### src/rtl/oram_client_arbiter.sv
// Multi-client front end for the ORAM core: round-robin command arbitration,
// write-data steering to the granted client, and in-order read data return.
module oram_client_arbiter #(
    parameter int unsigned NumClients = 4,
    parameter int unsigned ORAMU      = 32,
    parameter int unsigned ORAMB      = 512,
    parameter int unsigned FEDWidth   = 64,
    parameter int unsigned BECMDWidth = 2,
    parameter int unsigned TagDepth   = 8
) (
    input  logic                             Clock,
    input  logic                             Reset,
    input  logic [NumClients*BECMDWidth-1:0] ClientCmd,
    input  logic [NumClients*ORAMU-1:0]      ClientPAddr,
    input  logic [NumClients-1:0]            ClientCmdValid,
    output logic [NumClients-1:0]            ClientCmdReady,
    input  logic [NumClients*FEDWidth-1:0]   ClientDataIn,
    input  logic [NumClients-1:0]            ClientDataInValid,
    output logic [NumClients-1:0]            ClientDataInReady,
    output logic [FEDWidth-1:0]              ClientDataOut,
    output logic [NumClients-1:0]            ClientDataOutValid,
    input  logic [NumClients-1:0]            ClientDataOutReady,
    output logic [BECMDWidth-1:0]            ORAMCmd,
    output logic [ORAMU-1:0]                 ORAMPAddr,
    output logic                             ORAMCmdValid,
    input  logic                             ORAMCmdReady,
    output logic [FEDWidth-1:0]              ORAMDataIn,
    output logic                             ORAMDataInValid,
    input  logic                             ORAMDataInReady,
    input  logic [FEDWidth-1:0]              ORAMDataOut,
    input  logic                             ORAMDataOutValid,
    output logic                             ORAMDataOutReady,
    output logic                             ErrorOrphanData
);

    localparam int unsigned BlockChunks = ORAMB / FEDWidth;
    localparam int unsigned IdW   = (NumClients > 1) ? $clog2(NumClients) : 1;
    localparam int unsigned BeatW = (BlockChunks > 1) ? $clog2(BlockChunks) : 1;
    localparam int unsigned PtrW  = (TagDepth > 1) ? $clog2(TagDepth) : 1;
    localparam int unsigned CntW  = $clog2(TagDepth + 1);

    localparam logic [0:0] ST_IDLE  = 1'b0;
    localparam logic [0:0] ST_WDATA = 1'b1;

    function automatic logic is_read(input logic [BECMDWidth-1:0] c);
        return (c == BECMDWidth'(2)) || (c == BECMDWidth'(3));
    endfunction

    logic [0:0]            state, state_nxt;
    logic [IdW-1:0]        rr_ptr;
    logic [IdW-1:0]        wr_owner, wr_owner_nxt;
    logic [BeatW-1:0]      wr_beat, wr_beat_nxt;
    logic [BeatW-1:0]      rd_beat;
    logic [IdW-1:0]        tag_mem [TagDepth];
    logic [PtrW-1:0]       tag_wr_ptr, tag_rd_ptr;
    logic [CntW-1:0]       tag_cnt;
    logic                  fifo_full, fifo_empty;
    logic [IdW-1:0]        head;

    logic [BECMDWidth-1:0] cmd_arr  [NumClients];
    logic [ORAMU-1:0]      addr_arr [NumClients];
    logic [FEDWidth-1:0]   din_arr  [NumClients];
    logic [NumClients-1:0] eligible;
    logic [IdW-1:0]        grant, rr_next;
    logic                  grant_found;
    int unsigned           cand;
    logic                  cmd_hs, wr_hs, rd_hs, rd_last, tag_push, tag_pop;

    assign fifo_full  = (tag_cnt == CntW'(TagDepth));
    assign fifo_empty = (tag_cnt == '0);
    assign head       = tag_mem[tag_rd_ptr];

    // Unpack client buses and qualify eligibility
    always_comb begin
        for (int i = 0; i < NumClients; i++) begin
            cmd_arr[i]  = ClientCmd[i*BECMDWidth +: BECMDWidth];
            addr_arr[i] = ClientPAddr[i*ORAMU +: ORAMU];
            din_arr[i]  = ClientDataIn[i*FEDWidth +: FEDWidth];
            eligible[i] = ClientCmdValid[i] & (~is_read(cmd_arr[i]) | ~fifo_full);
        end
    end

    // Round-robin search starting at rr_ptr
    always_comb begin
        grant       = '0;
        grant_found = 1'b0;
        cand        = 0;
        for (int unsigned off = 0; off < NumClients; off++) begin
            cand = int'(rr_ptr) + off;
            if (cand >= NumClients) cand = cand - NumClients;
            if (!grant_found && eligible[IdW'(cand)]) begin
                grant_found = 1'b1;
                grant       = IdW'(cand);
            end
        end
    end

    assign rr_next = (grant == IdW'(NumClients - 1)) ? '0 : IdW'(grant + 1'b1);

    // Command path
    always_comb begin
        ORAMCmd        = cmd_arr[grant];
        ORAMPAddr      = addr_arr[grant];
        ORAMCmdValid   = 1'b0;
        ClientCmdReady = '0;
        if (!Reset && state == ST_IDLE && grant_found) begin
            ORAMCmdValid          = 1'b1;
            ClientCmdReady[grant] = ORAMCmdReady;
        end
    end

    // Write data path, locked to the owner of the write command
    always_comb begin
        ORAMDataIn        = din_arr[wr_owner];
        ORAMDataInValid   = 1'b0;
        ClientDataInReady = '0;
        if (!Reset && state == ST_WDATA) begin
            ORAMDataInValid             = ClientDataInValid[wr_owner];
            ClientDataInReady[wr_owner] = ORAMDataInReady;
        end
    end

    // Read return path, routed by the oldest outstanding tag
    always_comb begin
        ClientDataOut      = ORAMDataOut;
        ClientDataOutValid = '0;
        ORAMDataOutReady   = 1'b0;
        if (!Reset && !fifo_empty) begin
            ClientDataOutValid[head] = ORAMDataOutValid;
            ORAMDataOutReady         = ClientDataOutReady[head];
        end
    end

    assign cmd_hs   = ORAMCmdValid & ORAMCmdReady;
    assign wr_hs    = ORAMDataInValid & ORAMDataInReady;
    assign rd_hs    = ORAMDataOutValid & ORAMDataOutReady;
    assign rd_last  = rd_hs && (rd_beat == BeatW'(BlockChunks - 1));
    assign tag_push = cmd_hs & is_read(ORAMCmd);
    assign tag_pop  = rd_last;

    // Arbiter FSM next state
    always_comb begin
        state_nxt    = state;
        wr_owner_nxt = wr_owner;
        wr_beat_nxt  = wr_beat;
        case (state)
            ST_IDLE: begin
                if (cmd_hs && !is_read(ORAMCmd)) begin
                    state_nxt    = ST_WDATA;
                    wr_owner_nxt = grant;
                    wr_beat_nxt  = '0;
                end
            end
            ST_WDATA: begin
                if (wr_hs) begin
                    wr_beat_nxt = BeatW'(wr_beat + 1'b1);
                    if (wr_beat == BeatW'(BlockChunks - 1)) state_nxt = ST_IDLE;
                end
            end
            default: state_nxt = ST_IDLE;
        endcase
    end

    always_ff @(posedge Clock) begin
        if (Reset) begin
            state           <= ST_IDLE;
            rr_ptr          <= '0;
            wr_owner        <= '0;
            wr_beat         <= '0;
            rd_beat         <= '0;
            tag_wr_ptr      <= '0;
            tag_rd_ptr      <= '0;
            tag_cnt         <= '0;
            ErrorOrphanData <= 1'b0;
        end else begin
            state    <= state_nxt;
            wr_owner <= wr_owner_nxt;
            wr_beat  <= wr_beat_nxt;
            if (cmd_hs) rr_ptr <= rr_next;
            if (tag_push) tag_wr_ptr <= PtrW'(tag_wr_ptr + 1'b1);
            if (tag_pop) tag_rd_ptr <= PtrW'(tag_rd_ptr + 1'b1);
            case ({tag_push, tag_pop})
                2'b10:   tag_cnt <= CntW'(tag_cnt + 1'b1);
                2'b01:   tag_cnt <= CntW'(tag_cnt - 1'b1);
                default: tag_cnt <= tag_cnt;
            endcase
            if (rd_hs) rd_beat <= rd_last ? '0 : BeatW'(rd_beat + 1'b1);
            if (ORAMDataOutValid && fifo_empty) ErrorOrphanData <= 1'b1;
        end
    end

    // Tag storage needs no reset; occupancy is tracked by tag_cnt
    always_ff @(posedge Clock) begin
        if (tag_push) tag_mem[tag_wr_ptr] <= grant;
    end

endmodule
### config.mk
export PLATFORM = sky130hd
export DESIGN_NAME = oram_client_arbiter
export DESIGN_NICKNAME = d
export VERILOG_FILES = /design/src/rtl/oram_client_arbiter.sv
export SDC_FILE = /design/constraint.sdc
export NUM_CORES = 1
export LEC_CHECK = 0
export ABC_AREA = 1
export BUFFER_PORTS_ARGS = -buffer_cell sky130_fd_sc_hd__buf_2
export CORE_AREA = 3 3 249 251
export CTS_CLUSTER_DIAMETER = 80
export CTS_CLUSTER_SIZE = 40
export DETAILED_ROUTE_END_ITERATION = 8
export DIE_AREA = 0 0 252 254
export SLEW_MARGIN = 20
export SYNTH_ARGS = -nofsm -noshare
export SYNTH_HDL_FRONTEND = slang
export SYNTH_SLANG_ARGS = --single-unit
### constraint.sdc
create_clock -name Clock -period 7 [get_ports Clock]
set_input_delay 0.7 -clock Clock [delete_from_list [all_inputs] [get_ports Clock]]
set_output_delay 0.7 -clock Clock [all_outputs]
set_load 0.02 [all_outputs]
# Word level (Yosys, flattened, before mapping)

Memories as Yosys holds them, arrays and structs flattened. A register that Yosys moved wholly into a read port is not among the register bits.
Index checks and enable logic that the tools add are counted.

Bits in registers: 22
Bits in writable memories: 16
Bits of input ports: 473
Memories kept: 1

Memories:

| name    | words | bits a word | read ports | clocked after memory_dff | wr ports | RTL line | text |
|---|---|---|---|---|---|---|---|
| tag_mem | 8     | 2           | 1          | 1                        | 1        | 54       | `logic [IdW-1:0] tag_mem [TagDepth];` |

Add/subtract/negate cells: 14
Magnitude comparators: 16
Equality and inequality tests: 18
Multiplexer cells: 59
Bitwise operators: 23
Reductions and logical operators: 28

Operators by type and width:

| kind                  | count |
|---|---|
| $bmux W64 S2          | 1 |
| $mux W64              | 2 |
| $bmux W32 S2          | 1 |
| $mux W32              | 2 |
| $eq A2 B2 Y1 const B  | 12 |
| $mux W2               | 11 |
| $lt A2 B3 Y1 const B  | 7 |
| $mux W1               | 21 |
| $ge A3 B3 Y1 const B  | 5 |
| $mux W3               | 5 |
| $logic_and A1 B1 Y1   | 13 |
| $add A3 B1 Y3 const B | 4 |
| $and A4 B4 Y4         | 3 |
| $bmux W1 S2           | 6 |
| $mux W4               | 3 |
| $and A1 B1 Y1         | 8 |
| $pmux W4 S2           | 1 |
| $sub A2 B1 Y2 const B | 4 |
| $add A2 B2 Y3 const B | 2 |
| $demux W1 S2          | 3 |
| $eq A3 B3 Y1 const B  | 2 |
| $ge A2 B1 Y1 const B  | 3 |
| $logic_not A1 Y1      | 6 |
| $not A1 Y1            | 6 |
| other kinds (17)      | 27 |

# Logic depth before layout (Yosys ltp)

Gate-level depths: netlist (run 1).

Depth after elaboration: 27
Gate-level depth with buffers: 25

# Worst setup path after synthesis (run 1)

No wires, ideal clock.

Kind: input-to-reg
Start point: in ClientCmd[1]
End point: reg tag_cnt[3]
Arrival time: 3.098 ns
Required time: 6.881 ns
Setup slack: 3.782 ns
Stages: 21
Cell sequence: nand3_1 -> nand3_1 -> nand2_1 -> nand2_1 -> nand2_2 -> nor2_4 -> nand3_2 -> a21oi_4 -> nand3_2 -> nand2_4 -> nand2_4 -> ha_1 -> ha_1 -> nand2_1 -> nor2_1 -> a211oi_1 -> nor2_1 -> nor2_1 -> nand2_1 -> o21ai_0 -> a21oi_1

Cells in the longest elaborated chain, start to end: 26
Elaborated cells on any way between the ends: 43
Those cells by class: 6 x eq/ne; 21 x mux; 6 x bitwise; 10 x reduce/logical

Ends and longest elaborated chain:

| element                                           | RTL line | text |
|---|---|---|
| start: declaration                                | 13       | `input logic [NumClients*BECMDWidth-1:0] ClientCmd,` |
| $eq A2 B2 Y1                                      | 46       | `return (c == BECMDWidth'(2)) \|\| (c == BECMDWidth'(3));` |
| $logic_or A1 B1 Y1                                | 46       |  |
| $not A1 Y1                                        | 79       | `eligible[i] = ClientCmdValid[i] & (~is_read(cmd_arr[i]) \| ~fifo_full);` |
| $or A1 B1 Y1                                      | 79       |  |
| $and A1 B1 Y1                                     | 79       |  |
| $bmux W1 S2                                       | 91       | `if (!grant_found && eligible[IdW'(cand)]) begin` |
| $mux W1 (implied by the code)                     | 91       |  |
| $mux W1                                           | 91       |  |
| [10 not listed]                                   | -        |  |
| $bmux W2 S2 (*)                                   | 102      | `ORAMCmd = cmd_arr[grant];` |
| $mux W2 (implied by the code) (*) (2 in series)   | 102      |  |
| via ORAMCmd[1]                                    | 23       | `output logic [BECMDWidth-1:0] ORAMCmd,` |
| $eq A2 B2 Y1                                      | 46       |  |
| $logic_or A1 B1 Y1 (*)                            | 46       |  |
| $and A1 B1 Y1 (*)                                 | 138      | `assign tag_push = cmd_hs & is_read(ORAMCmd);` |
| $eq A2 B1 Y1 or $eq A2 B2 Y1 (tied branches)      | 182      | `case ({tag_push, tag_pop})` |
| $pmux W4 S2 or $reduce_bool A2 Y1 (tied branches) | -        |  |
| end signal: assignment                            | 183      | `2'b10: tag_cnt <= CntW'(tag_cnt + 1'b1);` |
| end signal: assignment                            | 184      | `2'b01: tag_cnt <= CntW'(tag_cnt - 1'b1);` |
| end signal: assignment                            | 185      | `default: tag_cnt <= tag_cnt;` |
| end: declaration                                  | 56       | `logic [CntW-1:0] tag_cnt;` |

Mark *: on every way through the listed nets, which the timed path passes. The rest lies on a longest branch. The select of a mux whose other input is x is not followed.
A chain may end at the register's enable or synchronous reset.

# Worst setup path after layout (run 1)

Start point: reg rr_ptr[0]
End point: out ORAMPAddr[27]

Cells in the longest elaborated chain, start to end: 18
Elaborated cells on any way between the ends: 40
Those cells by class: 7 x add/sub; 4 x order compare; 22 x mux; 1 x bitwise; 6 x reduce/logical

Ends and longest elaborated chain:

| element                                                | RTL line | text |
|---|---|---|
| start: declaration                                     | 50       | `logic [IdW-1:0] rr_ptr;` |
| start signal: assignment                               | 179      | `if (cmd_hs) rr_ptr <= rr_next;` |
| branches (longest 13 deep; another with $add A2 B1 Y3) | -        |  |
| $mux W2 (*)                                            | 91       |  |
| $not A2 Y3 (implied by the code) (*)                   | 103      | `ORAMPAddr = addr_arr[grant];` |
| $bmux W32 S2 (*)                                       | 103      |  |
| $mux W32 (implied by the code) (*) (2 in series)       | 103      |  |
| end: declaration                                       | 24       | `output logic [ORAMU-1:0] ORAMPAddr,` |

Mark *: on every way between the ends. The select of a mux whose other input is x is not followed.

==> results of run 1 <==
stage by stage:
stage | utilization | cell area (sq um) | total power [mW]
2_1_floorplan | - | 5200 | 2.52
3_5_place_dp | 0.136 | 8190 | 3.57
4_1_cts | 0.139 | 8370 | 3.89
6_report | 0.139 | 8380 | 3.86
3_3_place_gp | 0.136 | 8190 | 3.57
5_1_grt | 0.139 | 8380 | 4.18
layout by cell type (no fill, tap or decap), types with 2 or more instances in the layout:
cell type  synthesis  routed
nor3_1             8       8
a22oi_1           97      97
nor2_2             3       3
nand2_1          151     151
buf_2             14     522
o22ai_1           33      33
nand2_2            3       3
nor2_4             4       7
nand2_4            4       4
buf_4             65       8
o211ai_1           2       2
nand4_1            3       3
nand3_1           63      63
nor2_1           108     105
edfxtp_1          16      16
dfxtp_1           25      25
o21ai_0           85      85
o21ai_1            3       3
ha_1              13      13
a21oi_1           16      16
nor3_2             3       3
clkbuf_16          0       6
nand3_2            5       5
inv_2              4       5
diode_2            0       3
inv_1             42      41
kinds of logic (layout without fill, tap and decap cells):
family	after synthesis	after routing	synth area share
AO/OA/AOI/OAI	244	244	0.297
XOR/XNOR	3	3	0.00649
adder cells (fa/ha/maj)	14	14	0.0351
buffers and inverters	164	585	0.170
flip-flops	41	41	0.189
other	0	3	0
AND/OR/NAND/NOR	357	357	0.303
path summary, 6_finish.rpt:
path,to,slack [ns],depth (start not counted)
setup / recovery,ORAMPAddr[27],3.04,12
hold reg to reg,ErrorOrphanData$_SDFFE_PP0P_,0.45,2
hold / removal,ErrorOrphanData$_SDFFE_PP0P_,0.45,2
setup reg to reg,tag_cnt[3]$_SDFFE_PP0P_,3.25,23
tightest hold or removal path, stage by stage (launching register included):
cell     delay, ns
dfxtp_1       0.30
inv_1         0.05
a21oi_1       0.05
power by group:
| part | total, mW | internal [mW] | switching (mW) |
|---|---|---|---|
| Clock | 0.299 | 0.192 | 0.107 |
| Combinational | 3.22 | 0.978 | 2.24 |
| Sequential | 0.351 | 0.313 | 0.0381 |
sequential cells by signal (all words and copies together) (netlist names), named ones only:
| name | count |
|---|---|
| ErrorOrphanData | 1 |
| rd_beat | 3 |
| rr_ptr | 2 |
| state | 1 |
| tag_cnt | 4 |
| tag_mem | 16 |
| tag_rd_ptr | 3 |
| tag_wr_ptr | 3 |
| wr_beat | 3 |
| wr_owner | 2 |
per-layer routing:
layer,GRT usage,vias to the layer above
li1,-,3652
met1,0.117,3364
met2,0.128,476
met3,0.0303,52
met4,0.0272,8
met5,0,-
final cells by class:
class                   instances  share of cell area
multi-input cells             618               0.401
clock inverters                 2             0.00463
clock buffers                   6              0.0179
well taps                     782               0.117
flip-flops and latches         41               0.117
diodes                          3            0.000896
repair buffers                531               0.321
inverters                      46              0.0206
==> impl_metrics.prom, run 1 <==
# TYPE chip_impl_metric gauge
chip_impl_metric{name="clk_latency",unit="ns"} 0.30
chip_impl_metric{name="place.detailed.hpwl",unit="um"} 26200
chip_impl_info{name="cts.root.buffer_cell",value="clkbuf_16"} 1
chip_impl_info{name="holdCritPathClass",value="reg -> reg"} 1
chip_impl_metric{name="yosysWarningCount",unit=""} 0
chip_impl_info{name="post_synth_main_area_contributors",value="a22oi_1 (14%), nand2_1 (11%), dfxtp_1 (9.6%)"} 1
chip_impl_metric{name="vias",unit=""} 7552
chip_impl_metric{name="drc",unit=""} 0
chip_impl_metric{name="clk_pin_slew",unit="ns"} 0.06
chip_impl_metric{name="cp_num_buf_inv",unit=""} 4
chip_impl_info{name="setup_crit_end_kind",value="output pin"} 1
chip_impl_metric{name="synth_largest_type_area_fraction",unit=""} 0.140
chip_impl_metric{name="timing.final.crit_period",unit="ns"} 3.96
chip_impl_metric{name="initial_core_util",unit=""} 0.0865
chip_impl_metric{name="maxSlewViolCount",unit=""} 0
chip_impl_metric{name="multi_input_comb_area",unit="sq um"} 3360
chip_impl_metric{name="synth_cell_types",unit=""} 41
chip_impl_metric{name="synthToLayoutAreaGrowth",unit="%"} 61.1
chip_impl_metric{name="slew-limit-headroom",unit=""} 0.482
chip_impl_metric{name="max-clock-path-buffers",unit=""} 2
chip_impl_metric{name="detail_route.wl_per_cell",unit="um"} 15.1
chip_impl_metric{name="worst_slack",unit="ns"} 3.04
chip_impl_metric{name="postCtsHoldBufs",unit=""} 0
chip_impl_metric{name="post_route_cells_drive_above_1_share",unit=""} 0.461
chip_impl_metric{name="max-vdd-ir-drop",unit="mV"} 0.213
chip_impl_metric{name="finalClockSkew",unit="ns"} 0.0136
chip_impl_metric{name="postRouteWirelength",unit="um"} 30700
chip_impl_metric{name="post-cts-setup-buffer-count",unit=""} 0
chip_impl_metric{name="synth.net_count",unit=""} 1310
chip_impl_metric{name="placement.io_buffers",unit=""} 522
chip_impl_metric{name="setup_total_negative_slack",unit="ns"} 0
chip_impl_metric{name="chipWidth",unit="um"} 252
chip_impl_metric{name="async_reset_ff_frac",unit=""} 0
chip_impl_info{name="yosysTopAreaCell",value="a22oi_1"} 1
chip_impl_metric{name="globalplace.congestion",unit=""} 0.959
chip_impl_info{name="slowest_stage",value="dfxtp_1"} 1
chip_impl_metric{name="grt_antenna_before_repair",unit=""} 10
chip_impl_metric{name="layoutNonFillerInstCount",unit=""} 2029
chip_impl_info{name="synth_ff_type",value="dfxtp_1"} 1
chip_impl_info{name="clock_tree_from_tritoncts",value="built"} 1
chip_impl_metric{name="firstDrtPassIters",unit=""} 7
chip_impl_info{name="crit_path_start",value="rr_ptr[0]$_SDFFE_PP0P_"} 1
chip_impl_metric{name="grt_overflow",unit=""} 0
chip_impl_metric{name="final_net_count",unit=""} 1730
chip_impl_metric{name="placed_cells_incl_taps",unit=""} 2018
chip_impl_metric{name="fmax",unit="GHz"} 0.253
chip_impl_metric{name="cts_inserted_buffers",unit=""} 5
chip_impl_metric{name="finalSetupViolCount",unit=""} 0
chip_impl_info{name="critPathLaunchType",value="flip-flop"} 1
chip_impl_metric{name="timing.critical_path.slowest_cell_delay",unit="ns"} 0.55
chip_impl_metric{name="wl_met3",unit="um"} 3290
chip_impl_info{name="rsz0062_at_grt",value="no"} 1
chip_impl_metric{name="floorplan.rows",unit=""} 90
chip_impl_metric{name="flip_flop_and_latch_count_after_synthesis",unit=""} 41
chip_impl_metric{name="m1WireLength",unit="um"} 13100
chip_impl_metric{name="mappedNetlistArea",unit="sq um"} 5200
chip_impl_metric{name="synth_seq_area_share",unit=""} 0.189
chip_impl_info{name="regToRegStartpoint",value="rr_ptr[0]$_SDFFE_PP0P_"} 1
chip_impl_metric{name="synthCells",unit=""} 823
chip_impl_info{name="synth_top_cells_by_count",value="nand2_1 (151), nor2_1 (108), a22oi_1 (97)"} 1
chip_impl_metric{name="crit_path_max_fanout",unit=""} 60
chip_impl_metric{name="ioPinCount",unit=""} 651
chip_impl_metric{name="worst_ep_arrival_time",unit="ns"} 3.26
chip_impl_metric{name="sequential_cell_area",unit="sq um"} 981
chip_impl_metric{name="final-hold-violation-count",unit=""} 0
chip_impl_metric{name="number_of_enable_flip_flop_cells_after_synthesis",unit=""} 16
chip_impl_metric{name="postSynthAreaPerCell",unit="sq um"} 6.32
chip_impl_metric{name="avgViaCountPerCell",unit=""} 3.72
chip_impl_info{name="run_status",value="finished, final reports clean"} 1
chip_impl_info{name="highest-signal-layer",value="met5"} 1
chip_impl_metric{name="min_period_over_period",unit=""} 0.566
chip_impl_metric{name="grt_max_degree",unit=""} 66
chip_impl_metric{name="timing_worst_slew_pin_value",unit="ns"} 0.777
chip_impl_metric{name="max_cap_violations",unit=""} 0
chip_impl_metric{name="cts_resized",unit=""} 0
chip_impl_info{name="worstPathCellList",value="inv_1 -> nand3_1 -> nand3_1 -> nand2_1 -> nand3_1 -> nand3_1 -> nand2_2 -> inv_2 -> buf_12 -> o21ai_0 -> o22ai_1 -> buf_2"} 1
chip_impl_metric{name="nFillCells",unit=""} 7081
chip_impl_info{name="worstHoldStart",value="ErrorOrphanData$_SDFFE_PP0P_"} 1
chip_impl_metric{name="dr.first_iter.drc_count",unit=""} 553
chip_impl_metric{name="core_area",unit="sq um"} 60100
chip_impl_info{name="critPathKind",value="reg -> out"} 1
chip_impl_metric{name="cts.htree.levels",unit=""} 2
chip_impl_metric{name="met2WireLength",unit="um"} 13300
chip_impl_info{name="crit_path_frequent_cell",value="nand3_1"} 1
chip_impl_info{name="yosysMostFrequentCell",value="nand2_1"} 1
chip_impl_metric{name="grt_first_pass_wirelength",unit="um"} 41500
chip_impl_metric{name="hold-worst-slack",unit="ns"} 0.447
chip_impl_metric{name="static_power_due_to_leakage",unit="nW"} 4.01
chip_impl_metric{name="power_density",unit="nW/um^2"} 461
chip_impl_metric{name="timing.critical_path.required",unit="ns"} 6.30
chip_impl_metric{name="dieArea",unit="sq um"} 64000
chip_impl_info{name="critical-path-top-delay-family",value="buffers and inverters"} 1
chip_impl_metric{name="globalRouteTotalUtil",unit=""} 0.0865
chip_impl_metric{name="fp.dieH",unit="um"} 254
chip_impl_metric{name="ant_nets",unit=""} 0
chip_impl_metric{name="dp_slack",unit="ns"} 3.03
chip_impl_metric{name="grt_pass1_vias",unit=""} 6764
chip_impl_metric{name="clock_net_sink_count",unit=""} 41
(Power assumes the default switching activity.)
==> run 2: changes to the inputs <==
--- a/config.mk
+++ b/config.mk
@@ -7,11 +7,11 @@
 export LEC_CHECK = 0
 export ABC_AREA = 1
 export BUFFER_PORTS_ARGS = -buffer_cell sky130_fd_sc_hd__buf_2
-export CORE_AREA = 3 3 249 251
+export CORE_AREA = 3 3 252 254
 export CTS_CLUSTER_DIAMETER = 80
 export CTS_CLUSTER_SIZE = 40
 export DETAILED_ROUTE_END_ITERATION = 8
-export DIE_AREA = 0 0 252 254
+export DIE_AREA = 0 0 255 257
 export SLEW_MARGIN = 20
 export SYNTH_ARGS = -nofsm -noshare
 export SYNTH_HDL_FRONTEND = slang
==> constraint.sdc (replaced) <==
create_clock -name Clock -period 3.81 [get_ports Clock]
set_input_delay 0.381 -clock Clock [delete_from_list [all_inputs] [get_ports Clock]]
set_output_delay 0.381 -clock Clock [all_outputs]
set_load 0.02 [all_outputs]
==> run 2 against run 1 <==
Power is 88% higher; sequential share of layout area is 0.060 points lower; core utilization is 0.22 points lower; combinational power is 93% higher; clock skew is 0.0075 ns lower; largest power group unchanged; critical path type unchanged.
==> impl_metrics.prom, run 2 (synthesis gave the netlist of run 1 again) <==
# TYPE chip_impl_metric gauge
chip_impl_info{name="critical-path-top-delay-family",value="simple AND/OR/NAND/NOR gates"} 1
chip_impl_metric{name="fmax",unit="GHz"} 0.290
chip_impl_metric{name="final_core_utilization",unit=""} 0.137
chip_impl_info{name="slowest_stage",value="buf_4"} 1
chip_impl_info{name="worstHoldStart",value="ErrorOrphanData$_SDFFE_PP0P_"} 1
chip_impl_info{name="regToRegStartpoint",value="tag_cnt[1]$_SDFFE_PP0P_"} 1
chip_impl_metric{name="placed_cells_incl_taps",unit=""} 2035
chip_impl_metric{name="dr.first_iter.drc_count",unit=""} 595
chip_impl_metric{name="slew-limit-headroom",unit=""} 0.487
chip_impl_metric{name="core_area",unit="sq um"} 61500
chip_impl_metric{name="clock_net_sink_count",unit=""} 41
chip_impl_metric{name="timing.final.crit_period",unit="ns"} 3.45
chip_impl_metric{name="max_cap_violations",unit=""} 0
chip_impl_metric{name="globalplace.congestion",unit=""} 0.910
chip_impl_metric{name="floorplan.rows",unit=""} 91
chip_impl_metric{name="r2r_cells",unit=""} 22
chip_impl_metric{name="nFillCells",unit=""} 7198
chip_impl_metric{name="worst_slack",unit="ns"} 0.360
chip_impl_metric{name="drc",unit=""} 0
chip_impl_metric{name="worst_ep_arrival_time",unit="ns"} 3.07
chip_impl_metric{name="hold_path_depth",unit=""} 2
chip_impl_metric{name="timing.critical_path.slowest_cell_delay",unit="ns"} 0.43
chip_impl_metric{name="grt_pass1_vias",unit=""} 7298
chip_impl_info{name="top_reg_by_flops",value="tag_mem"} 1
chip_impl_metric{name="layoutNonFillerInstCount",unit=""} 2049
chip_impl_metric{name="final-hold-violation-count",unit=""} 0
chip_impl_info{name="final_cell_mix",value="buf_2 (522), nand2_1 (151), nor2_1 (105)"} 1
chip_impl_metric{name="placement.io_buffers",unit=""} 522
chip_impl_info{name="critPathLaunchType",value="flip-flop"} 1
chip_impl_metric{name="grt_first_pass_wirelength",unit="um"} 46700
chip_impl_metric{name="grt_max_degree",unit=""} 65
chip_impl_metric{name="postCtsHoldBufs",unit=""} 0
chip_impl_metric{name="cp_num_buf_inv",unit=""} 3
chip_impl_metric{name="worst-path-stages",unit=""} 15
chip_impl_metric{name="largest_reg_flops",unit=""} 16
chip_impl_metric{name="timing.critical_path.required",unit="ns"} 3.43
chip_impl_metric{name="grt_antenna_before_repair",unit=""} 13
chip_impl_info{name="crit_path_start",value="tag_cnt[1]$_SDFFE_PP0P_"} 1
chip_impl_metric{name="max-clock-path-buffers",unit=""} 2
chip_impl_metric{name="detail_route.wl_per_cell",unit="um"} 16.4
chip_impl_info{name="cts.root.buffer_cell",value="clkbuf_16"} 1
chip_impl_metric{name="fp.dieH",unit="um"} 257
chip_impl_metric{name="static_power_due_to_leakage",unit="nW"} 4.03
chip_impl_metric{name="firstDrtPassIters",unit=""} 7
chip_impl_metric{name="vias",unit=""} 7581
chip_impl_metric{name="cts_inserted_buffers",unit=""} 5
chip_impl_metric{name="crit_path_max_fanout",unit=""} 44
chip_impl_metric{name="clk_pin_slew",unit="ns"} 0.06
chip_impl_metric{name="globalRouteTotalUtil",unit=""} 0.0965
chip_impl_metric{name="dp_slack",unit="ns"} 0.398
chip_impl_metric{name="initial_core_util",unit=""} 0.0846
chip_impl_metric{name="cts.htree.levels",unit=""} 2
chip_impl_metric{name="dieArea",unit="sq um"} 65500
chip_impl_info{name="setup_crit_end_kind",value="output pin"} 1
chip_impl_metric{name="final_net_count",unit=""} 1739
chip_impl_metric{name="chipWidth",unit="um"} 255
chip_impl_info{name="critPathKind",value="reg -> out"} 1
chip_impl_metric{name="ioPinCount",unit=""} 651
chip_impl_metric{name="place.detailed.hpwl",unit="um"} 29200
chip_impl_info{name="crit_path_frequent_cell",value="nor2_4"} 1
chip_impl_metric{name="postRouteWirelength",unit="um"} 33700
chip_impl_metric{name="maxSlewViolCount",unit=""} 0
chip_impl_metric{name="clk_latency",unit="ns"} 0.28
chip_impl_metric{name="synthToLayoutAreaGrowth",unit="%"} 62.1
chip_impl_metric{name="ant_nets",unit=""} 0
chip_impl_info{name="run_status",value="finished, final reports clean"} 1
chip_impl_metric{name="post-cts-setup-buffer-count",unit=""} 0
chip_impl_metric{name="setup_total_negative_slack",unit="ns"} 0
chip_impl_info{name="clock_tree_from_tritoncts",value="built"} 1
chip_impl_metric{name="min_period_over_period",unit=""} 0.906
chip_impl_info{name="layout_commonest_cell",value="buf_2"} 1
chip_impl_metric{name="finalSetupViolCount",unit=""} 0
chip_impl_metric{name="finalClockSkew",unit="ns"} 0.00614
chip_impl_info{name="rsz0062_at_grt",value="no"} 1
chip_impl_metric{name="max-vdd-ir-drop",unit="mV"} 0.421
chip_impl_metric{name="grt_overflow",unit=""} 0
chip_impl_info{name="biggestRegsByFlops",value="tag_mem: 16 flops, tag_cnt: 4 flops"} 1
chip_impl_metric{name="post_route_cells_drive_above_1_share",unit=""} 0.464
chip_impl_metric{name="avgViaCountPerCell",unit=""} 3.70
chip_impl_metric{name="power_density",unit="nW/um^2"} 862
chip_impl_info{name="worstPathCellList",value="nor2_4 -> nand3_1 -> nand3_1 -> nand2_1 -> nand2_1 -> nand2_2 -> nor2_4 -> nand2_2 -> nor2_4 -> inv_2 -> nand2_4 -> buf_4 -> o21ai_0 -> o22ai_1 -> buf_2"} 1
chip_impl_metric{name="timing_worst_slew_pin_value",unit="ns"} 0.770
chip_impl_info{name="holdCritPathClass",value="reg -> reg"} 1
run 2: layout make-up:
class | count | area (sq um) | share of cell area
timing repair buffer | 540 | 2780 | 0.329
antenna | 6 | 15.0 | 0.00178
clock inverter | 2 | 11.3 | 0.00133
clock buffer | 6 | 129 | 0.0153
sequential | 41 | 982 | 0.116
tap | 790 | 988 | 0.117
inverter | 46 | 173 | 0.0205
multi-input combinational | 618 | 3360 | 0.398
run 2: worst paths after layout:
| kind | endpoint | slack [ns] |
|---|---|---|
| max | ORAMPAddr[3] | 0.36 |
| min | ErrorOrphanData$_SDFFE_PP0P_ | 0.45 |
| max reg2reg | tag_cnt[3]$_SDFFE_PP0P_ | 0.41 |
| min reg2reg | ErrorOrphanData$_SDFFE_PP0P_ | 0.45 |
run 2: timing repair:
action,4_1_cts,5_1_grt
endpoints found under the hold margin,0,0
setup endpoints to repair,0,2
resized for setup,0,2
run 2: stage by stage:
stage                     hold slack [ns]  power, mW  instance area, sq um
after global routing                0.490       7.89                  8430
after floorplan                     0.441       4.63                  5200
final                               0.446       7.27                  8440
after CTS                           0.448       7.30                  8420
after global placement              0.443       6.90                  8280
after detailed placement            0.439       6.88                  8280
run 2: tightest hold or removal path: stages, from the launching register on:
cell     delay (ns)
dfxtp_1        0.30
inv_1          0.04
a21oi_1        0.05
run 2: report_power, final:
group          total [mW]  internal, mW  switching (mW)
clock network       0.398         0.240           0.158
registers           0.646         0.575          0.0707
logic                6.22          1.91            4.31
run 2: layer usage:
layer  share of wire  global-route usage  wire length, um  up-vias
met4           0.025              0.0277              845        0
met3           0.095              0.0309             3200       28
met1            0.46               0.137            15600     3452
met2            0.42               0.136            14100      423
met5               0              0.0135                0        -
li1                -                   -                -     3678
